$ cat src/rtl/ndigit_bcd_updown_counter.sv
// ndigit_bcd_updown_counter
//   N-digit packed-BCD up/down counter with synchronous load, a run-time
//   programmable terminal value (limit) and a wrap-or-saturate terminal mode.
//   count and done are both registered; there is no combinational in->out path.
// Ports
//   clk       rising-edge clock
//   reset_n   asynchronous active-low reset (count=0, done=0)
//   enable    step request
//   up        direction: 1 = increment, 0 = decrement
//   load      synchronous load strobe (priority over enable)
//   load_val  packed BCD load value, digit i = bits [4i+3:4i]
//   limit     packed BCD terminal value
//   count     packed BCD count
//   done      one-cycle pulse after a step taken at terminal
module ndigit_bcd_updown_counter #(
  parameter int unsigned N    = 3,
  parameter bit          WRAP = 1'b1
) (
  input  logic           clk,
  input  logic           reset_n,
  input  logic           enable,
  input  logic           up,
  input  logic           load,
  input  logic [4*N-1:0] load_val,
  input  logic [4*N-1:0] limit,
  output logic [4*N-1:0] count,
  output logic           done
);

  localparam int unsigned W = 4 * N;

  logic [W-1:0] count_q, count_d;
  logic         done_q,  done_d;
  logic [W-1:0] lim_s, ld_s;

  // Clamp every digit above 9 to 9 so all downstream values are valid BCD.
  function automatic logic [W-1:0] bcd_sanitise(input logic [W-1:0] v);
    logic [W-1:0] r;
    r = v;
    for (int unsigned i = 0; i < N; i++) begin
      if (v[4*i +: 4] > 4'd9) r[4*i +: 4] = 4'd9;
    end
    return r;
  endfunction

  function automatic logic [W-1:0] bcd_inc(input logic [W-1:0] v);
    logic [W-1:0] r;
    logic         carry;
    logic [3:0]   d;
    r     = v;
    carry = 1'b1;
    for (int unsigned i = 0; i < N; i++) begin
      d = v[4*i +: 4];
      if (carry) begin
        if (d == 4'd9) begin
          d     = 4'd0;
          carry = 1'b1;
        end else begin
          d     = d + 4'd1;
          carry = 1'b0;
        end
      end
      r[4*i +: 4] = d;
    end
    return r;
  endfunction

  function automatic logic [W-1:0] bcd_dec(input logic [W-1:0] v);
    logic [W-1:0] r;
    logic         borrow;
    logic [3:0]   d;
    r      = v;
    borrow = 1'b1;
    for (int unsigned i = 0; i < N; i++) begin
      d = v[4*i +: 4];
      if (borrow) begin
        if (d == 4'd0) begin
          d      = 4'd9;
          borrow = 1'b1;
        end else begin
          d      = d - 4'd1;
          borrow = 1'b0;
        end
      end
      r[4*i +: 4] = d;
    end
    return r;
  endfunction

  always_comb begin
    lim_s = bcd_sanitise(limit);
    ld_s  = bcd_sanitise(load_val);
  end

  // Packed BCD orders the same as unsigned binary, so plain compares are used.
  always_comb begin
    count_d = count_q;
    done_d  = 1'b0;
    if (load) begin
      count_d = (ld_s < lim_s) ? ld_s : lim_s;
    end else if (enable) begin
      if (up) begin
        if (count_q < lim_s) begin
          count_d = bcd_inc(count_q);
        end else begin
          // Also reached when limit was lowered below count at run time.
          count_d = WRAP ? '0 : count_q;
          done_d  = 1'b1;
        end
      end else begin
        if (count_q > lim_s) begin
          count_d = lim_s;
        end else if (count_q != '0) begin
          count_d = bcd_dec(count_q);
        end else begin
          count_d = WRAP ? lim_s : count_q;
          done_d  = 1'b1;
        end
      end
    end
  end

  always_ff @(posedge clk or negedge reset_n) begin
    if (!reset_n) begin
      count_q <= '0;
      done_q  <= 1'b0;
    end else begin
      count_q <= count_d;
      done_q  <= done_d;
    end
  end

  assign count = count_q;
  assign done  = done_q;

endmodule
$ cat config.mk
export PLATFORM = sky130hd
export DESIGN_NAME = ndigit_bcd_updown_counter
export DESIGN_NICKNAME = d
export VERILOG_FILES = /design/src/rtl/ndigit_bcd_updown_counter.sv
export SDC_FILE = /design/constraint.sdc
export NUM_CORES = 1
export LEC_CHECK = 0
export BUFFER_PORTS_ARGS = -buffer_cell sky130_fd_sc_hd__buf_4
export CAP_MARGIN = 40
export CORE_MARGIN = 5
export CORE_UTILIZATION = 50
export CTS_CLUSTER_SIZE = 16
export DETAILED_ROUTE_END_ITERATION = 16
export PLACE_DENSITY = 0.73
export SYNTH_ARGS = -nofsm -noshare
export SYNTH_HDL_FRONTEND = slang
export SYNTH_SLANG_ARGS = --single-unit
$ cat constraint.sdc
create_clock -name clk -period 3 [get_ports clk]
set_input_delay 0.6 -clock clk [delete_from_list [all_inputs] [get_ports clk]]
set_output_delay 0.6 -clock clk [all_outputs]
set_load 0.03 [all_outputs]
# ---- Word level (Yosys, flattened, before mapping)
# Cells that the tools add are included.
dict set report word_totals {
  inputBits 29
  elab_cells 86
  ff_bits 13
  output_inout_bits 13
}
dict set report op_classes {
  reduce_logical 7
  eq_ne 7
  add_sub_neg 6
  muxes 53
  order_cmp 9
}
# operator count
set ops {}
lappend ops {{two-way mux 12 bit} 7}
lappend ops {{two-way mux 4 bit} 16}
lappend ops {{two-way mux 1 bit} 30}
lappend ops {{greater-than comparator 4 bit (second input constant)} 6}
lappend ops {{< comparator 12 bit} 2}
lappend ops {{adder 4 x 1 -> 4 bit (second input constant)} 3}
lappend ops {{equality test 4 bit (second input constant)} 3}
lappend ops {{greater-than comparator 12 bit} 1}
lappend ops {{zero test 4 bit} 3}
lappend ops {{nonzero test 12 bit} 1}
lappend ops {{subtractor 4 x 1 -> 4 bit (second input constant)} 3}
lappend ops {{!= test 5 x 4 -> 1 bit (second input constant)} 2}
lappend ops {{!= test 4 x 3 -> 1 bit (second input constant)} 2}
lappend ops {{AND reduction 3 bit} 2}
lappend ops {{nonzero test 2 bit} 1}

# ---- Longest topological paths before layout
# Gate-level depths: netlist of the first run.
dict set report depth {
  ltp_word 19
  mapped_depth 13
}

# ---- Worst setup path after synthesis of the first run
# OpenSTA, ideal clock, no wires.
dict set report synth_path {
  path_kind {input port to flip-flop}
  startpoint {in limit[1]}
  endpoint {reg count_q[3] (netlist: count[3])}
  path_slack_ns -0.086
  path_stages 10
  required_time_ns 2.867
  setup_time_ns 0.133
  t_arrival_ns 2.953
  cell_sequence {nor2b_1 > inv_1 > ha_1 > or3_1 > o31ai_2 > and3_1 > buf_2 > mux2_1 > a2111oi_1 > nor3_1}
}
dict set report synth_via {
  elab_chain_cells 7
  word_cells_on_any_way 12
}
# item line_no
set synth_rtl {}
lappend synth_rtl {{start, declared} 25} ;# input logic [4*N-1:0] limit,
lappend synth_rtl {{greater-than comparator 4 bit} 41} ;# if (v[4*i +: 4] > 4'd9) r[4*i +: 4] = 4'd9;
lappend synth_rtl {{two-way mux 4 bit (*)} 41}
lappend synth_rtl {{greater-than comparator 12 bit, or another cell as far along} 111} ;# if (count_q > lim_s) begin
lappend synth_rtl {{two-way mux 12 bit (on tied branches)} {111, 103}}
lappend synth_rtl {{two-way mux 12 bit} 102} ;# if (up) begin
lappend synth_rtl {{two-way mux 12 bit} 101} ;# end else if (enable) begin
lappend synth_rtl {{two-way mux 12 bit (*)} 99} ;# if (load) begin
lappend synth_rtl {{end signal, assigned} 128} ;# count_q <= count_d;
lappend synth_rtl {{end, declared} 32} ;# logic [W-1:0] count_q, count_d;
# Every way passes the cells marked *; elsewhere a longest branch is shown, timed or not. The select of a mux whose other input is x is not followed.
# A chain may end at the register's enable or synchronous reset.

# ---- Worst setup path after layout of the first run
dict set report layout_path {
  startpoint {in limit[3]}
  endpoint {reg count_q[8] (netlist: count[8])}
}
dict set report layout_via {
  elab_chain_cells 7
  word_cells_on_any_way 14
}
# item line_no
set layout_rtl {}
lappend layout_rtl {{greater-than comparator 4 bit} 41}
lappend layout_rtl {{two-way mux 4 bit (*)} 41}
lappend layout_rtl {{greater-than comparator 12 bit or < comparator 12 bit (tied branches)} {111, 103}}
lappend layout_rtl {{two-way mux 12 bit (on tied branches)} {111, 103}}
lappend layout_rtl {{two-way mux 12 bit} 102}
lappend layout_rtl {{two-way mux 12 bit} 101}
lappend layout_rtl {{two-way mux 12 bit} 99}
# Marked as above.

==> results of run 1 <==
[timing repair]
action	in CTS	in global routing
gates resized for setup	0	3
buffers inserted	0	1
setup endpoints to repair	0	12
[flip-flops by register name, indices dropped and copies added (netlist names)]
name,cells
count,12
done,1
[Yosys cell counts, types with 2 or more instances]
master	count	area, um2
and3_1	3	18.8
dfrtp_1	13	325
a31oi_1	8	50.1
a211oi_1	6	45.0
or2_2	2	12.5
o21ai_1	3	15.0
ha_1	32	400
o2bb2ai_1	2	17.5
nand2_1	24	90.1
nand4_1	10	62.6
nand2b_1	6	37.5
or3b_1	2	17.5
o211ai_1	5	37.5
inv_1	19	71.3
o22ai_1	2	12.5
nand3_1	8	40.0
o32a_1	3	30.0
buf_1	2	7.51
or3_1	2	12.5
nor2b_1	10	62.6
nor2_1	28	105
mux2i_1	9	90.1
o21ai_0	11	55.1
o21a_1	2	15.0
a221oi_1	2	17.5
a22oi_1	2	15.0
nor3_1	7	35.0
a21oi_1	18	90.1
clkbuf_1	8	30.0
a21o_1	4	30.0
[through the flow]
step | hold slack, ns | total power, mW
floorplan | 0.304 | 1.42
global placement | 0.463 | 2.00
detailed placement | 0.463 | 2.03
CTS | 0.194 | 2.20
global route | 0.198 | 2.42
finish | 0.188 | 2.23
[how the worst max path moves through the flow]
stage	from	to	slack, ns	cells past startpoint
after CTS	limit[7]	count[2]	0.07	14
after global routing	limit[7]	count[10]	0.001	12
after detailed placement	limit[7]	count[2]	-0.19	14
after global placement	limit[7]	count[8]	-0.14	12
final	limit[3]	count[8]	0.13	14
after floorplan	limit[11]	count[3]	-0.05	11
[cells by family after synthesis]
logic type	Yosys count	synth area share [%]
AND/OR/NAND/NOR	107	24.5
AO/OA/AOI/OAI	89	31.2
adder cells (fa/ha/maj)	32	18.5
buffers and inverters	31	5.60
flip-flops	13	15.0
multiplexers	11	5.20
[routing by layer]
| metal | share of wire [%] | track usage [%] | up-vias |
|---|---|---|---|
| met5 | 0 | 0 | - |
| met4 | 2.3 | 7.38 | 0 |
| met3 | 6.9 | 4.09 | 13 |
| met2 | 49 | 44.0 | 88 |
| met1 | 41 | 30.1 | 1114 |
| li1 | - | - | 1234 |
[critical path, cell delays in order]
cell and delay [ns]:
buf_4 0.12, buf_4 0.13, o21a_1 0.09, nor2_1 0.13, inv_1 0.06, ha_1 0.17, nand4b_1 0.21, a311oi_2 0.36
a2111oi_4 0.12, buf_4 0.17, or2_1 0.21, a221o_1 0.30, a32o_1 0.25, a21oi_1 0.13
[placed cells by master, fill, tap and decap left out, types with 7 or more instances in the layout]
master   count
a21oi_1     18
nor3_1       7
ha_1        32
o21ai_0     11
nand4_1     10
a31oi_1      8
inv_1       19
buf_4       90
nor2_1      28
nor2b_1     10
dfrtp_1     13
nand2_1     24
mux2i_1      9
nand3_1      8
[where the power goes]
part	internal, mW	switching [mW]	total [mW]	leakage [nW]
combinational	0.773	0.979	1.75	1.21
sequential	0.248	0.0677	0.315	0.160
clock	0.0941	0.0695	0.164	0.0228
[area by class of cell]
class | count | area [um2] | share of cell area [%]
multi-input combinational | 239 | 1760 | 59.8
timing repair buffer | 90 | 676 | 23.0
sequential | 13 | 325 | 11.1
clock buffer | 4 | 45.0 | 1.53
inverter | 19 | 71.3 | 2.43
tap | 52 | 65.1 | 2.21
==> results.yml, run 1 <==
die:
  die_y_um: 75.8
  core_area_mm2: 0.00426
  die_x_um: 75.8
  ios: 42
  rows: 24
  start_util_pct: 50.8
  die_area_mm2: 0.00575
routing:
  antenna_left: 0
  firstDrtPassIters: 4
  drtIter0Drc: 128
  drt-total-wl_um: 6520
  wl_per_cell_um: 15.6
  vias_per_cell: 5.87
  drc: 0
  vias: 2449
clock_tree:
  clk_latency_ns: 0.25
  htreeDepth: 1
  cts.hold.buffers_added: 0
  cts_buffer_depth: 2
  cts.sinks: 13
  cts_tree: "yes"
  path_clk_slew_ns: 0.06
  root_buffer: "clkbuf_8"
  cts_buffers: 3
place:
  dpl_cell_area_mm2: 0.00287
  dp_hpwl_um: 5350
  post-place-ws_ns: -0.185
  port_buffers: 41
  gp_congestion: 0.922
  dp.cells: 412
layout:
  nFillCells: 367
  final_nets: 427
  area_growth_pct: 35.6
  fin_area_mm2: 0.00294
  fin_cells: 417
  drive_gt1_share_pct: 29.3
  post-route-util_pct: 68.9
  num_antenna_cells: 0
setup_path:
  worst_ep_arrival_time_ns: 3.05
  worstSetupPathType: "in -> reg"
  cp-end-kind: "flop"
  start_kind: "primary input"
  reg2reg_depth: 8
  critPathMaxFanout: 5
  reg2reg_slack_ns: 0.40
  r2r-start: "count[7]"
  r2r_end: "count[8]"
  required_ns: 3.18
logic_synthesis:
  syn-num-nets: 344
  syn_avg_cell_area_um2: 7.66
  ys_async_sr_fraction_pct: 100
  yosys.cell_types.count: 60
  synthCells: 283
  synthFlopType: "dfrtp_1"
  ys.warnings.count: 0
  synth_edf_count: 0
  syn-cell-area_mm2: 0.00217
  ys_seq_elements: 13
  synth_seq_area_share_pct: 15.0
sta:
  fin_setup_tns_ns: 0
  setup_violations: 0
  maxSlewViolCount: 0
  slew_headroom_pct: 65.3
  fin_crit_sh_pct: 95.8
  fmax_ghz: 0.348
  rsz0062_at_grt: "false"
  worstMarginPinSlew_ns: 0.521
  layout_setup_ws_ns: 0.126
  min_period_ns: 2.87
  fin_worst_skew_ns: 0.00513
  hold_violations: 0
status:
  status: "finished, final reports clean"
pwr:
  ir_drop_mv: 0.486
  power.density_mw_per_mm2: 759
  leakage_nw: 1.39
flow_run:
  cap_violations: 0
global_route:
  grt_pass1_wl_um: 10900
  antenna_found_initial: 0
  grt_max_degree: 18
  grt_util_all_layers_pct: 24.7
  grt.overflow.total: 0
  grt_pass1_vias: 2396
hold_path:
  hp-class: "in -> async"
No activity file was read; power rests on OpenSTA's default activity.
==> run 2, diff against run 1 <==
--- a/config.mk
+++ b/config.mk
@@ -12,6 +12,7 @@
 export CTS_CLUSTER_SIZE = 16
 export DETAILED_ROUTE_END_ITERATION = 16
 export PLACE_DENSITY = 0.73
+export REMOVE_ABC_BUFFERS = 1
 export SYNTH_ARGS = -nofsm -noshare
 export SYNTH_HDL_FRONTEND = slang
 export SYNTH_SLANG_ARGS = --single-unit
==> results.yml, run 2 (synthesis gave the netlist of run 1 again) <==
die:
  start_util_pct: 50.8
  core_area_mm2: 0.00426
  die_area_mm2: 0.00575
  rows: 24
  die_y_um: 75.8
  die_x_um: 75.8
  ios: 42
setup_path:
  start_kind: "primary input"
  reg2reg_slack_ns: 0.31
  reg2reg_depth: 10
  r2r_end: "count[3]"
  cp-end-kind: "flop"
  required_ns: 3.16
  r2r-start: "count[4]"
  worstSetupPathType: "in -> reg"
  critPathMaxFanout: 5
  worst_ep_arrival_time_ns: 3.03
clock_tree:
  htreeDepth: 1
  cts_buffer_depth: 2
  cts.sinks: 13
  clk_latency_ns: 0.25
  cts_tree: "yes"
  path_clk_slew_ns: 0.06
  root_buffer: "clkbuf_8"
  cts_buffers: 3
sta:
  fin_setup_tns_ns: 0
  worstMarginPinSlew_ns: 0.455
  slew_headroom_pct: 69.4
  min_period_ns: 2.86
  layout_setup_ws_ns: 0.137
  setup_violations: 0
  hold_violations: 0
  maxSlewViolCount: 0
  fmax_ghz: 0.349
  fin_crit_sh_pct: 95.4
  fin_worst_skew_ns: 0.00154
flow_run:
  cap_violations: 0
place:
  gp_congestion: 0.920
  dp_hpwl_um: 5240
  dp.cells: 404
  port_buffers: 41
  post-place-ws_ns: -0.118
layout:
  num_antenna_cells: 0
  drive_gt1_share_pct: 28.4
  post-route-util_pct: 67.5
  fin_cells: 408
  final_common_cell: "buf_4"
  largest_reg_flops: 12
  final_nets: 418
  final_cell_mix: "buf_4 (81), ha_1 (32), nor2_1 (27)"
  area_growth_pct: 32.8
hold_path:
  hp-class: "in -> async"
global_route:
  grt_util_all_layers_pct: 23.6
  grt_pass1_vias: 2356
  antenna_found_initial: 0
  grt_pass1_wl_um: 10700
  grt_max_degree: 18
  grt.overflow.total: 0
pwr:
  finalPower_mw: 2.19
  leakage_nw: 1.35
  power.density_mw_per_mm2: 761
  ir_drop_mv: 0.692
routing:
  firstDrtPassIters: 5
  antenna_left: 0
  wl_per_cell_um: 16.1
  drtIter0Drc: 162
  vias_per_cell: 6.00
  vias: 2449
  drt-total-wl_um: 6570
  drc: 0
status:
  status: "finished, final reports clean"
-- run 2: area by class of cell --
type,instances,area (um2)
repair buffers,81,608
clock buffers,4,45.0
flip-flops and latches,13,325
inverters,19,71.3
well taps,52,65.1
fillers,353,1390
multi-input cells,239,1760
-- run 2: worst max path at each step --
stage	cells after the start	to	slack (ns)	from
3_5_place_dp	13	count[8]	-0.12	limit[2]
4_1_cts	13	count[8]	0.15	limit[2]
3_3_place_gp	13	count[8]	-0.04	limit[2]
2_1_floorplan	9	count[3]	-0.1	limit[1]
5_1_grt	13	count[3]	-0.04	limit[11]
6_report	13	count[3]	0.14	limit[2]
-- run 2: layer usage --
| metal | vias to the layer above | part of all wire (%) | track usage, % |
|---|---|---|---|
| met5 | - | 0 | 0 |
| met3 | 12 | 6.3 | 3.03 |
| met1 | 1128 | 41 | 30.7 |
| met2 | 94 | 50 | 41.3 |
| met4 | 0 | 2.0 | 5.44 |
| li1 | 1215 | - | - |
-- run 2: worst max-delay path, cell delays in order --
cell and delay, ns:
buf_4 0.11, o21a_1 0.17, nor2_1 0.14, inv_1 0.06, ha_1 0.17, nand4b_1 0.19, a311oi_2 0.36, a2111oi_4 0.11
o21ai_2 0.32, buf_4 0.21, mux2i_2 0.31, a211oi_1 0.09, nor3_1 0.18
-- run 2: report_power, final --
part           total [mW]  internal [mW]  switching, mW
Combinational        1.66          0.736          0.923
Sequential          0.368          0.247          0.121
Clock               0.162         0.0940         0.0678
Total                2.19           1.08           1.11
-- run 2: repair_timing --
| action | in CTS | in global routing |
|---|---|---|
| resized for setup | 0 | 7 |
| setup endpoints to repair | 0 | 2 |
| setup buffers | 0 | 0 |
| hold buffers | 0 | 0 |
-- run 2: metrics by stage --
step | area, um2 | hold WS, ns
6_report | 2880 | 0.192
3_3_place_gp | 2790 | 0.460
5_1_grt | 2880 | 0.196
3_5_place_dp | 2790 | 0.459
2_1_floorplan | 2120 | 0.304
4_1_cts | 2840 | 0.191
==> run 3, diff against run 2 <==
--- a/config.mk
+++ b/config.mk
@@ -7,7 +7,7 @@
 export LEC_CHECK = 0
 export BUFFER_PORTS_ARGS = -buffer_cell sky130_fd_sc_hd__buf_4
 export CAP_MARGIN = 40
-export CORE_MARGIN = 5
+export CORE_MARGIN = 8
 export CORE_UTILIZATION = 50
 export CTS_CLUSTER_SIZE = 16
 export DETAILED_ROUTE_END_ITERATION = 16
==> results.yml, run 3 (synthesis gave the netlist of run 1 again) <==
layout:
  final_nets: 417
  num_antenna_cells: 0
  area_growth_pct: 31.6
  fin_cells: 407
  final_cell_mix: "buf_4 (80), ha_1 (32), nor2_1 (28)"
  final_common_cell: "buf_4"
  largest_reg_flops: 12
  nFillCells: 394
  drive_gt1_share_pct: 27.9
setup_path:
  r2r-start: "count[5]"
  worst_ep_arrival_time_ns: 3.02
  required_ns: 3.18
  start_kind: "primary input"
  worstSetupPathType: "in -> reg"
  path_cells: "buf_4 -> inv_1 -> nand2_1 -> ha_1 -> nand4_1 -> a311oi_2 -> a2111oi_4 -> buf_4 -> or2_1 -> a221o_1 -> a32o_1 -> a21oi_1"
  cpMostUsedCell: "buf_4"
  reg2reg_depth: 10
  cp-end-kind: "flop"
  reg2reg_slack_ns: 0.36
  cpPeakStageDelay_ns: 0.35
  critPathMaxFanout: 5
  r2r_end: "count[3]"
  slowest_stage: "a311oi_2"
  startpoint: "limit[7]"
global_route:
  grt_util_all_layers_pct: 21.4
  grt_pass1_wl_um: 11400
  grt_max_degree: 18
  antenna_found_initial: 0
  grt_pass1_vias: 2421
  grt.overflow.total: 0
clock_tree:
  cts_tree: "yes"
  root_buffer: "clkbuf_8"
  clk_latency_ns: 0.25
  cts_buffer_depth: 2
  cts.hold.buffers_added: 0
  path_clk_slew_ns: 0.06
  cts.sinks: 13
  htreeDepth: 1
  cts_buffers: 3
pwr:
  leakage_nw: 1.35
  comb_power_share_pct: 77.5
  p_seq_share_pct: 15.1
  power.density_mw_per_mm2: 779
  power.share.clock_pct: 7.4
  switching_share_pct: 50.6
  power.switching_mw: 1.13
  ir_drop_mv: 0.532
  internal_power_mw: 1.10
sta:
  setup_violations: 0
  fin_crit_sh_pct: 94.9
  hold_violations: 0
  fmax_ghz: 0.351
  rsz0062_at_grt: "false"
  fin_worst_skew_ns: 0.00563
  maxSlewViolCount: 0
  slew_headroom_pct: 68.8
  worstMarginPinSlew_ns: 0.467
  layout_setup_ws_ns: 0.154
  min_period_ns: 2.85
  fin_hold_ws_ns: 0.195
flow_run:
  cap_violations: 0
routing:
  drtIter0Drc: 240
  wl_per_cell_um: 17.0
  drt-total-wl_um: 6910
  firstDrtPassIters: 4
  antenna_left: 0
  drc: 0
  vias_per_cell: 6.06
  vias: 2467
place:
  dp_hpwl_um: 5640
  gp_congestion: 0.906
  post-place-ws_ns: -0.130
  dp.cells: 402
  port_buffers: 41
die:
  start_util_pct: 50.8
  core_area_mm2: 0.00426
  ios: 42
  die_y_um: 81.8
  die_x_um: 81.8
  die_area_mm2: 0.00670
  rows: 24
hold_path:
  hp-class: "in -> async"
status:
  status: "finished, final reports clean"
## run 3: cell count changes in the layout (fill, tap and decap cells not counted)
cell	delta
a2111oi_0	+1
a21boi_2	+1
mux2i_1	+1
mux2i_2	-1
nor2_2	-1
a2111oi_4	-1
nor2_1	+1
a21boi_1	-1
buf_4	-1
o21ai_2	+1
o21ai_1	-1
## run 3: repair_timing
item                                   in CTS  in global routing
setup endpoints to repair                   0                  7
setup buffers                               0                  1
endpoints found under the hold margin       0                  0
gates resized for setup                     0                  4
## run 3: critical path, delay by kind of cell
kind            cells  cell delay [ns]
simple gates        3             0.53
compound gates      5             1.17
fa+ha+maj           1             0.33
buf+inv             3             0.39
## run 3: per-layer routing
metal | track usage, % | up-vias | part of all wire, %
met5 | 0 | - | 0
met4 | 5.79 | 0 | 1.4
met3 | 4.38 | 10 | 5.8
li1 | - | 1210 | -
met1 | 24.6 | 1169 | 41
met2 | 39.0 | 78 | 52
## run 3: layout make-up
class	count	area, um2	share of cell area [%]
multi-input combinational	239	1750	61.2
timing repair buffer	80	601	21.1
sequential	13	325	11.4
inverter	19	71.3	2.50
tap	52	65.1	2.28
clock buffer	4	45.0	1.58
## run 3: how the worst max path moves through the flow
| stage | cells after the start | slack, ns | endpoint |
|---|---|---|---|
| 2_1_floorplan | 9 | -0.1 | count[3] |
| 3_3_place_gp | 12 | -0.06 | count[5] |
| 3_5_place_dp | 12 | -0.13 | count[4] |
| 4_1_cts | 12 | 0.13 | count[4] |
| 5_1_grt | 12 | 0.009 | count[8] |
| 6_report | 12 | 0.15 | count[8] |
## run 3: power groups by stage
stage / clock network [mW] / registers, mW / logic [mW]
finish: 0.165 / 0.335 / 1.72
global route: 0.178 / 0.346 / 1.90
CTS: 0.171 / 0.336 / 1.68
detailed placement: 0 / 0.339 / 1.67
global placement: 0 / 0.335 / 1.64
floorplan: 0 / 0.517 / 0.861
## run 3: through the flow
step | instance area [um2] | power (mW) | util, % | setup TNS, ns
CTS | 2820 | 2.19 | 66.1 | 0
detailed placement | 2780 | 2.01 | 65.1 | -0.706
global route | 2850 | 2.42 | 66.9 | 0
finish | 2850 | 2.22 | 66.9 | 0
global placement | 2780 | 1.97 | 65.1 | -0.173
floorplan | 2120 | 1.38 | - | -0.201
